--- config.mk ---
export PLATFORM = sky130hd
export DESIGN_NAME = ex_operand_stage_flat
export DESIGN_NICKNAME = d
export VERILOG_FILES = /design/src/rtl/ex_operand_stage_if.sv /design/src/rtl/ex_operand_stage.sv /design/src/flat_wrapper.sv
export SDC_FILE = /design/constraint.sdc
export NUM_CORES = 1
export LEC_CHECK = 0
export BUFFER_PORTS_ARGS = -buffer_cell sky130_fd_sc_hd__buf_2
export CAP_MARGIN = 20
export CORE_MARGIN = 1
export CORE_UTILIZATION = 35
export DETAILED_ROUTE_END_ITERATION = 16
export GPL_ROUTABILITY_DRIVEN = 0
export RECOVER_POWER = 100
export SETUP_SLACK_MARGIN = 0.3
export SLEW_MARGIN = 40
export SYNTH_ARGS = -nofsm -noshare
export SYNTH_HDL_FRONTEND = slang
export SYNTH_SLANG_ARGS = --single-unit
--- constraint.sdc ---
create_clock -name clk -period 4 [get_ports clk]
set_clock_uncertainty 0.2 [all_clocks]
set_input_delay 0.2 -clock clk [delete_from_list [all_inputs] [get_ports clk]]
set_output_delay 0.2 -clock clk [all_outputs]
set_load 0.01 [all_outputs]
--- src/rtl/ex_operand_stage_if.sv ---
// Bundled decode-side, forwarding-bus and ALU-side signals of the execute operand stage.
interface ex_operand_stage_if #(
  parameter int unsigned DATA_W = 8,
  parameter int unsigned REG_W  = 3,
  parameter int unsigned OP_W   = 4
);
  localparam int unsigned SH_W = $clog2(DATA_W) + 1;

  logic              in_valid;
  logic              in_ready;
  logic [OP_W-1:0]   in_op;
  logic [REG_W-1:0]  in_src_a;
  logic [REG_W-1:0]  in_src_b;
  logic [DATA_W-1:0] in_rdata_a;
  logic [DATA_W-1:0] in_rdata_b;
  logic [REG_W-1:0]  in_dest;
  logic              in_we;

  logic              ex_fwd_we;
  logic [REG_W-1:0]  ex_fwd_dest;
  logic [DATA_W-1:0] ex_fwd_data;
  logic              wb_fwd_we;
  logic [REG_W-1:0]  wb_fwd_dest;
  logic [DATA_W-1:0] wb_fwd_data;

  logic              out_valid;
  logic              out_ready;
  logic [OP_W-1:0]   out_op;
  logic [REG_W-1:0]  out_dest;
  logic              out_we;
  logic [DATA_W-1:0] out_a;
  logic [DATA_W-1:0] out_b;
  logic              out_b_zero;
  logic [SH_W-1:0]   out_shamt;

  modport slave (
    input  in_valid, in_op, in_src_a, in_src_b, in_rdata_a, in_rdata_b, in_dest, in_we,
    input  ex_fwd_we, ex_fwd_dest, ex_fwd_data, wb_fwd_we, wb_fwd_dest, wb_fwd_data,
    input  out_ready,
    output in_ready, out_valid, out_op, out_dest, out_we, out_a, out_b, out_b_zero, out_shamt
  );

  modport master (
    output in_valid, in_op, in_src_a, in_src_b, in_rdata_a, in_rdata_b, in_dest, in_we,
    output ex_fwd_we, ex_fwd_dest, ex_fwd_data, wb_fwd_we, wb_fwd_dest, wb_fwd_data,
    output out_ready,
    input  in_ready, out_valid, out_op, out_dest, out_we, out_a, out_b, out_b_zero, out_shamt
  );
endinterface

--- src/rtl/ex_operand_stage.sv ---
// Execute-entry operand stage: 2-entry skid FIFO with operand forwarding and shift-amount precompute.
// Optional feature macro: OPFWD_FORWARDING_EN enables EX/WB forwarding and WB snooping of held entries.
module ex_operand_stage #(
  parameter int unsigned DATA_W = 8,
  parameter int unsigned REG_W  = 3,
  parameter int unsigned OP_W   = 4
) (
  input  logic              clk,
  input  logic              rst_n,
  input  logic              flush,
  ex_operand_stage_if.slave bus
);
  localparam int unsigned SH_W = $clog2(DATA_W) + 1;

  typedef struct packed {
    logic [OP_W-1:0]   op;
    logic [REG_W-1:0]  dest;
    logic              we;
    logic [REG_W-1:0]  src_a;
    logic [REG_W-1:0]  src_b;
    logic [DATA_W-1:0] a;
    logic [DATA_W-1:0] b;
    logic              b_zero;
    logic [SH_W-1:0]   shamt;
  } t_entry;

  t_entry            r_e0, r_e1;
  t_entry            w_e0_nxt, w_e1_nxt, w_new, w_s0, w_s1;
  logic [1:0]        r_count, w_count_nxt;
  logic              r_in_ready, r_out_valid;
  logic              w_accept, w_retire;
  logic [DATA_W-1:0] w_a, w_b;

  // Position of least-significant one plus one; zero for a zero operand.
  function automatic logic [SH_W-1:0] f_shamt(input logic [DATA_W-1:0] b);
    logic [DATA_W-1:0] lsb;
    logic [SH_W-1:0]   s;
    lsb = b & (~b + DATA_W'(1));
    s   = '0;
    for (int i = 0; i < int'(DATA_W); i++) begin
      if (lsb == (DATA_W'(1) << i)) s = SH_W'(i + 1);
    end
    return s;
  endfunction

  function automatic t_entry f_set_b(input t_entry e, input logic [DATA_W-1:0] b);
    t_entry r;
    r        = e;
    r.b      = b;
    r.b_zero = (b == '0);
    r.shamt  = f_shamt(b);
    return r;
  endfunction

`ifdef OPFWD_FORWARDING_EN
  function automatic logic [DATA_W-1:0] f_resolve(
    input logic [REG_W-1:0]  src,     input logic [DATA_W-1:0] rdata,
    input logic              ex_we,   input logic [REG_W-1:0]  ex_dest,
    input logic [DATA_W-1:0] ex_data, input logic              wb_we,
    input logic [REG_W-1:0]  wb_dest, input logic [DATA_W-1:0] wb_data
  );
    if (src == '0)                    return '0;
    else if (ex_we && ex_dest == src) return ex_data;
    else if (wb_we && wb_dest == src) return wb_data;
    else                              return rdata;
  endfunction

  // Held entries pick up WB results for their sources; EX is resolved only at accept.
  function automatic t_entry f_snoop(
    input t_entry e, input logic we, input logic [REG_W-1:0] dest, input logic [DATA_W-1:0] data
  );
    t_entry r;
    r = e;
    if (we && dest == e.src_a && e.src_a != '0) r.a = data;
    if (we && dest == e.src_b && e.src_b != '0) r = f_set_b(r, data);
    return r;
  endfunction

  assign w_a  = f_resolve(bus.in_src_a, bus.in_rdata_a, bus.ex_fwd_we, bus.ex_fwd_dest,
                          bus.ex_fwd_data, bus.wb_fwd_we, bus.wb_fwd_dest, bus.wb_fwd_data);
  assign w_b  = f_resolve(bus.in_src_b, bus.in_rdata_b, bus.ex_fwd_we, bus.ex_fwd_dest,
                          bus.ex_fwd_data, bus.wb_fwd_we, bus.wb_fwd_dest, bus.wb_fwd_data);
  assign w_s0 = f_snoop(r_e0, bus.wb_fwd_we, bus.wb_fwd_dest, bus.wb_fwd_data);
  assign w_s1 = f_snoop(r_e1, bus.wb_fwd_we, bus.wb_fwd_dest, bus.wb_fwd_data);
`else
  logic w_unused_fwd;

  assign w_a  = (bus.in_src_a == '0) ? '0 : bus.in_rdata_a;
  assign w_b  = (bus.in_src_b == '0) ? '0 : bus.in_rdata_b;
  assign w_s0 = r_e0;
  assign w_s1 = r_e1;
  assign w_unused_fwd = ^{bus.ex_fwd_we, bus.ex_fwd_dest, bus.ex_fwd_data,
                          bus.wb_fwd_we, bus.wb_fwd_dest, bus.wb_fwd_data};
`endif

  assign w_accept = bus.in_valid && r_in_ready && !flush;
  assign w_retire = r_out_valid && bus.out_ready;

  always_comb begin
    w_new       = '0;
    w_new.op    = bus.in_op;
    w_new.dest  = bus.in_dest;
    w_new.we    = bus.in_we;
    w_new.src_a = bus.in_src_a;
    w_new.src_b = bus.in_src_b;
    w_new.a     = w_a;
    w_new       = f_set_b(w_new, w_b);
  end

  // FIFO next state; entry 0 is always the head driving the ALU.
  always_comb begin
    w_e0_nxt    = w_s0;
    w_e1_nxt    = w_s1;
    w_count_nxt = r_count;
    case (r_count)
      2'd0: begin
        if (w_accept) begin
          w_e0_nxt    = w_new;
          w_count_nxt = 2'd1;
        end
      end
      2'd1: begin
        if (w_retire && w_accept) begin
          w_e0_nxt = w_new;
        end else if (w_retire) begin
          w_count_nxt = 2'd0;
        end else if (w_accept) begin
          w_e1_nxt    = w_new;
          w_count_nxt = 2'd2;
        end
      end
      default: begin
        if (w_retire) begin
          w_e0_nxt    = w_s1;
          w_count_nxt = 2'd1;
        end
      end
    endcase
    if (flush) w_count_nxt = 2'd0;
  end

  always_ff @(posedge clk or negedge rst_n) begin
    if (!rst_n) begin
      r_e0        <= '0;
      r_e0.b_zero <= 1'b1;
      r_e1        <= '0;
      r_e1.b_zero <= 1'b1;
      r_count     <= 2'd0;
      r_in_ready  <= 1'b1;
      r_out_valid <= 1'b0;
    end else begin
      r_e0        <= w_e0_nxt;
      r_e1        <= w_e1_nxt;
      r_count     <= w_count_nxt;
      r_in_ready  <= (w_count_nxt != 2'd2);
      r_out_valid <= (w_count_nxt != 2'd0);
    end
  end

  assign bus.in_ready   = r_in_ready;
  assign bus.out_valid  = r_out_valid;
  assign bus.out_op     = r_e0.op;
  assign bus.out_dest   = r_e0.dest;
  assign bus.out_we     = r_e0.we;
  assign bus.out_a      = r_e0.a;
  assign bus.out_b      = r_e0.b;
  assign bus.out_b_zero = r_e0.b_zero;
  assign bus.out_shamt  = r_e0.shamt;
endmodule
--- src/flat_wrapper.sv ---
// flat-port wrapper written by rule: the top's interface ports become plain ports
module ex_operand_stage_flat 
#(
  parameter int unsigned DATA_W = 8,
  parameter int unsigned REG_W  = 3,
  parameter int unsigned OP_W   = 4
)
  (clk, rst_n, flush, bus_in_valid, bus_in_op, bus_in_src_a, bus_in_src_b, bus_in_rdata_a, bus_in_rdata_b, bus_in_dest, bus_in_we, bus_ex_fwd_we, bus_ex_fwd_dest, bus_ex_fwd_data, bus_wb_fwd_we, bus_wb_fwd_dest, bus_wb_fwd_data, bus_out_ready, bus_in_ready, bus_out_valid, bus_out_op, bus_out_dest, bus_out_we, bus_out_a, bus_out_b, bus_out_b_zero, bus_out_shamt);
  ex_operand_stage_if #(.DATA_W(DATA_W), .REG_W(REG_W), .OP_W(OP_W)) bus_i ();
  input  logic clk;
  input  logic rst_n;
  input  logic flush;
  input wire logic [$bits(bus_i.in_valid)-1:0] bus_in_valid;
  input wire logic [$bits(bus_i.in_op)-1:0] bus_in_op;
  input wire logic [$bits(bus_i.in_src_a)-1:0] bus_in_src_a;
  input wire logic [$bits(bus_i.in_src_b)-1:0] bus_in_src_b;
  input wire logic [$bits(bus_i.in_rdata_a)-1:0] bus_in_rdata_a;
  input wire logic [$bits(bus_i.in_rdata_b)-1:0] bus_in_rdata_b;
  input wire logic [$bits(bus_i.in_dest)-1:0] bus_in_dest;
  input wire logic [$bits(bus_i.in_we)-1:0] bus_in_we;
  input wire logic [$bits(bus_i.ex_fwd_we)-1:0] bus_ex_fwd_we;
  input wire logic [$bits(bus_i.ex_fwd_dest)-1:0] bus_ex_fwd_dest;
  input wire logic [$bits(bus_i.ex_fwd_data)-1:0] bus_ex_fwd_data;
  input wire logic [$bits(bus_i.wb_fwd_we)-1:0] bus_wb_fwd_we;
  input wire logic [$bits(bus_i.wb_fwd_dest)-1:0] bus_wb_fwd_dest;
  input wire logic [$bits(bus_i.wb_fwd_data)-1:0] bus_wb_fwd_data;
  input wire logic [$bits(bus_i.out_ready)-1:0] bus_out_ready;
  output wire logic [$bits(bus_i.in_ready)-1:0] bus_in_ready;
  output wire logic [$bits(bus_i.out_valid)-1:0] bus_out_valid;
  output wire logic [$bits(bus_i.out_op)-1:0] bus_out_op;
  output wire logic [$bits(bus_i.out_dest)-1:0] bus_out_dest;
  output wire logic [$bits(bus_i.out_we)-1:0] bus_out_we;
  output wire logic [$bits(bus_i.out_a)-1:0] bus_out_a;
  output wire logic [$bits(bus_i.out_b)-1:0] bus_out_b;
  output wire logic [$bits(bus_i.out_b_zero)-1:0] bus_out_b_zero;
  output wire logic [$bits(bus_i.out_shamt)-1:0] bus_out_shamt;
  assign bus_i.in_valid = bus_in_valid;
  assign bus_i.in_op = bus_in_op;
  assign bus_i.in_src_a = bus_in_src_a;
  assign bus_i.in_src_b = bus_in_src_b;
  assign bus_i.in_rdata_a = bus_in_rdata_a;
  assign bus_i.in_rdata_b = bus_in_rdata_b;
  assign bus_i.in_dest = bus_in_dest;
  assign bus_i.in_we = bus_in_we;
  assign bus_i.ex_fwd_we = bus_ex_fwd_we;
  assign bus_i.ex_fwd_dest = bus_ex_fwd_dest;
  assign bus_i.ex_fwd_data = bus_ex_fwd_data;
  assign bus_i.wb_fwd_we = bus_wb_fwd_we;
  assign bus_i.wb_fwd_dest = bus_wb_fwd_dest;
  assign bus_i.wb_fwd_data = bus_wb_fwd_data;
  assign bus_i.out_ready = bus_out_ready;
  assign bus_in_ready = bus_i.in_ready;
  assign bus_out_valid = bus_i.out_valid;
  assign bus_out_op = bus_i.out_op;
  assign bus_out_dest = bus_i.out_dest;
  assign bus_out_we = bus_i.out_we;
  assign bus_out_a = bus_i.out_a;
  assign bus_out_b = bus_i.out_b;
  assign bus_out_b_zero = bus_i.out_b_zero;
  assign bus_out_shamt = bus_i.out_shamt;
  ex_operand_stage #(.DATA_W(DATA_W), .REG_W(REG_W), .OP_W(OP_W)) u_core (.clk(clk), .rst_n(rst_n), .flush(flush), .bus(bus_i));
endmodule
==> metrics.txt <==
max-cap check violation count=1; hold_sp=bus_in_src_b[0]; Via density=approximately 4.8; Setup crit start=u_core.r_count[1]; # IOs=90; dpl cells=433; worst-skew pair later-pin latency=between 300 and 400 ps; sequential area share after synthesis=0.554; antenna violations before repair=0; R2R Setup Slk=930 ps; hold buffers post-CTS=28; Nets=429; clock sink count=62; Area Growth Syn to Fin=29.7%; Cell Rows=32; period utilization=0.768; via count=between 2000 and 2500; vias in the first global route=approximately 2200; Setup TNS Final=0 ps; Peak supply drop=0.000175 V; Die Ht=just over 90 um; detailed placement HPWL=4180 um; fraction of layout cells with a size suffix above 1=0.213; r2r worst-path depth=4; Power Density=just over 500 nW/um2; Hold Path Class=in -> reg; antenna viol nets, final=0; Worst setup endpoint=u_core.bus.out_b[6]; pin count of the biggest net entering global routing=between 50 and 60; Cell Count, Final, Fillers Out=between 400 and 500; Reg clk slew, reported paths=70 ps; Netlist Area Pre-Place=~2800 um2; status=finished with violations; post-CTS setup buffer count=0; die width=91.6 um; Final Critical Period=3070 ps; H-tree depth=3; Inserted Clock Buffers=9; Initial Util=0.364; IO buf count=65; Lkg Pwr=1.62 nW; antenna fix cells=0; DRT Pass-1 Iters=4; CTS tree=built; post_cts resized=0; Worst Setup Start Kind=register; global-route wire length before repair=~11000 um; reg2reg end=u_core.bus.out_b[6]; Worst setup EP type=register; worst-margin pin slew=~1600 ps; Max Freq=325 MHz; Final Hold Fails=0; Slew HR=-0.0751; post-synthesis cell count=279; drt first-iter violations=around 120; DRC=0; Worst Path Class, Setup=reg -> reg; GR Overflow Total=0; final setup fails=0; Synth warnings=0; Core Region=7730 um2; Avg Inst Size Synth=roughly 10 um2; DR WL/cell=13.2 um; worst r2r src=u_core.r_count[1]; RSZ-0062 raised after global routing=false; failing checks=max-capacitance violations, max-slew violations; Netlist cell types=36; Clock Path Buffers=2; die area=8390 um2; Worst EP required=around 4000 ps; overall routed net length=6280 um; worst-path maximum fanout=53; syn nets=about 340; Synth Register Bits=a little over 60; arrival time at the worst endpoint=3100 ps; gr usage total=0.163; Final Slew Violations=13; Root Buffer=clkbuf_8
[where the power goes]
group	switching (mW)	internal, mW	leakage (nW)	total [mW]
combinational	0.210	0.194	0.750	0.404
sequential	0.0994	0.816	0.764	0.915
clock	0.237	0.319	0.106	0.556
total	0.547	1.33	1.62	1.88
[metal layers]
layer | GRT usage | share of wire
met5 | 0 | 0
met4 | 0.0833 | 0.015
met3 | 0.0327 | 0.033
met2 | 0.258 | 0.48
met1 | 0.212 | 0.47
[worst min-delay path by stage]
stage                     slack (ps)  cells after the start                    to
after CTS                         60                      4        u_core.r_e1[4]
after floorplan                 -300                      0   u_core.bus.out_a[0]
after detailed placement          40                      1  u_core.bus.out_op[1]
after global routing              80                      3       u_core.r_e1[12]
after global placement            40                      1  u_core.bus.out_op[2]
final                             60                      3       u_core.r_e1[12]
[cell usage after synthesis]
master	n	area (um2)
a21o_1	1	7.51
a21oi_1	12	60.1
a22o_1	1	8.76
a31oi_1	1	6.26
and2_1	1	6.26
and3b_1	1	8.76
and4b_1	1	10.0
buf_1	3	11.3
buf_2	4	20.0
buf_4	1	7.51
buf_6	1	11.3
clkbuf_1	8	30.0
dfrtp_1	59	1480
dfstp_2	3	78.8
inv_1	3	11.3
mux2_2	22	248
mux2i_1	8	80.1
nand2_1	69	259
nand2_2	1	6.26
nand3_1	1	5.00
nand4_1	1	6.26
nor2_1	9	33.8
nor2b_1	3	18.8
nor3_1	3	15.0
nor3_2	1	10.0
nor4_1	3	18.8
o21ai_0	43	215
o21ai_1	2	10.0
o21ai_2	1	8.76
o22ai_1	1	6.26
o22ai_4	1	20.0
o31a_1	1	8.76
o31ai_1	3	22.5
o41ai_2	2	32.5
or3_1	3	18.8
or4_4	1	11.3
[sequential cells by signal (all words and copies together) (netlist names)]
register	cells
u_core.bus.in_ready	1
u_core.r_count	2
u_core.bus.out_valid	1
u_core.bus.out_b	8
u_core.bus.out_we	1
u_core.bus.out_shamt	4
u_core.bus.out_op	4
u_core.bus.out_a	8
u_core.bus.out_dest	3
u_core.r_e1	29
u_core.bus.out_b_zero	1
[stage by stage]
stage | cell area [um2] | total power [mW] | hold slack [ps] | worst slack (ps) | utilization
after floorplan | 2810 | 1.16 | -296 | 2330 | -
after global placement | 3210 | 1.32 | 43.3 | 1210 | 0.415
after detailed placement | 3240 | 1.35 | 36.6 | 1460 | 0.419
after CTS | 3720 | 1.93 | 57.7 | 1450 | 0.481
after global routing | 3640 | 1.99 | 75.8 | 738 | 0.472
final | 3640 | 1.88 | 64.5 | 926 | 0.472
[worst max-delay path, stage by stage (launching register included)]
cell and delay, ps:
dfrtp_4 810, nor2_1 120, o22ai_1 1240, buf_16 240, mux2_2 340
[cells by family after synthesis]
| family | synth area share |
|---|---|
| flip-flops | 0.554 |
| AND/OR/NAND/NOR | 0.152 |
| AO/OA/AOI/OAI | 0.145 |
| multiplexers | 0.117 |
| buffers and inverters | 0.0325 |
[final cells by class]
type                       count  area [um2]
clock buffer                  12         155
clock inverter                 4        45.0
fill                         769        4080
inverter                       3        11.3
multi-input combinational    197        1130
sequential                    62        1560
tap                          102         128
timing repair buffer          97         614
[layout by cell type (no fill, tap or decap), types with 2 or more instances in the layout]
| cell | count |
|---|---|
| nand2_1 | 70 |
| dfrtp_1 | 58 |
| o21ai_0 | 45 |
| buf_2 | 34 |
| clkbuf_1 | 32 |
| dlygate4sd3_1 | 28 |
| mux2_2 | 21 |
| a21oi_1 | 12 |
| clkbuf_8 | 11 |
| nor2_1 | 9 |
| mux2i_1 | 8 |
| nor3_1 | 3 |
| inv_1 | 3 |
| or3_1 | 3 |
| o31ai_1 | 3 |
| nor4_1 | 3 |
| nor2b_1 | 3 |
| clkinv_2 | 3 |
| o22ai_1 | 2 |
| o41ai_1 | 2 |
| buf_4 | 2 |
| dfstp_2 | 2 |
(Power assumes the default switching activity.)
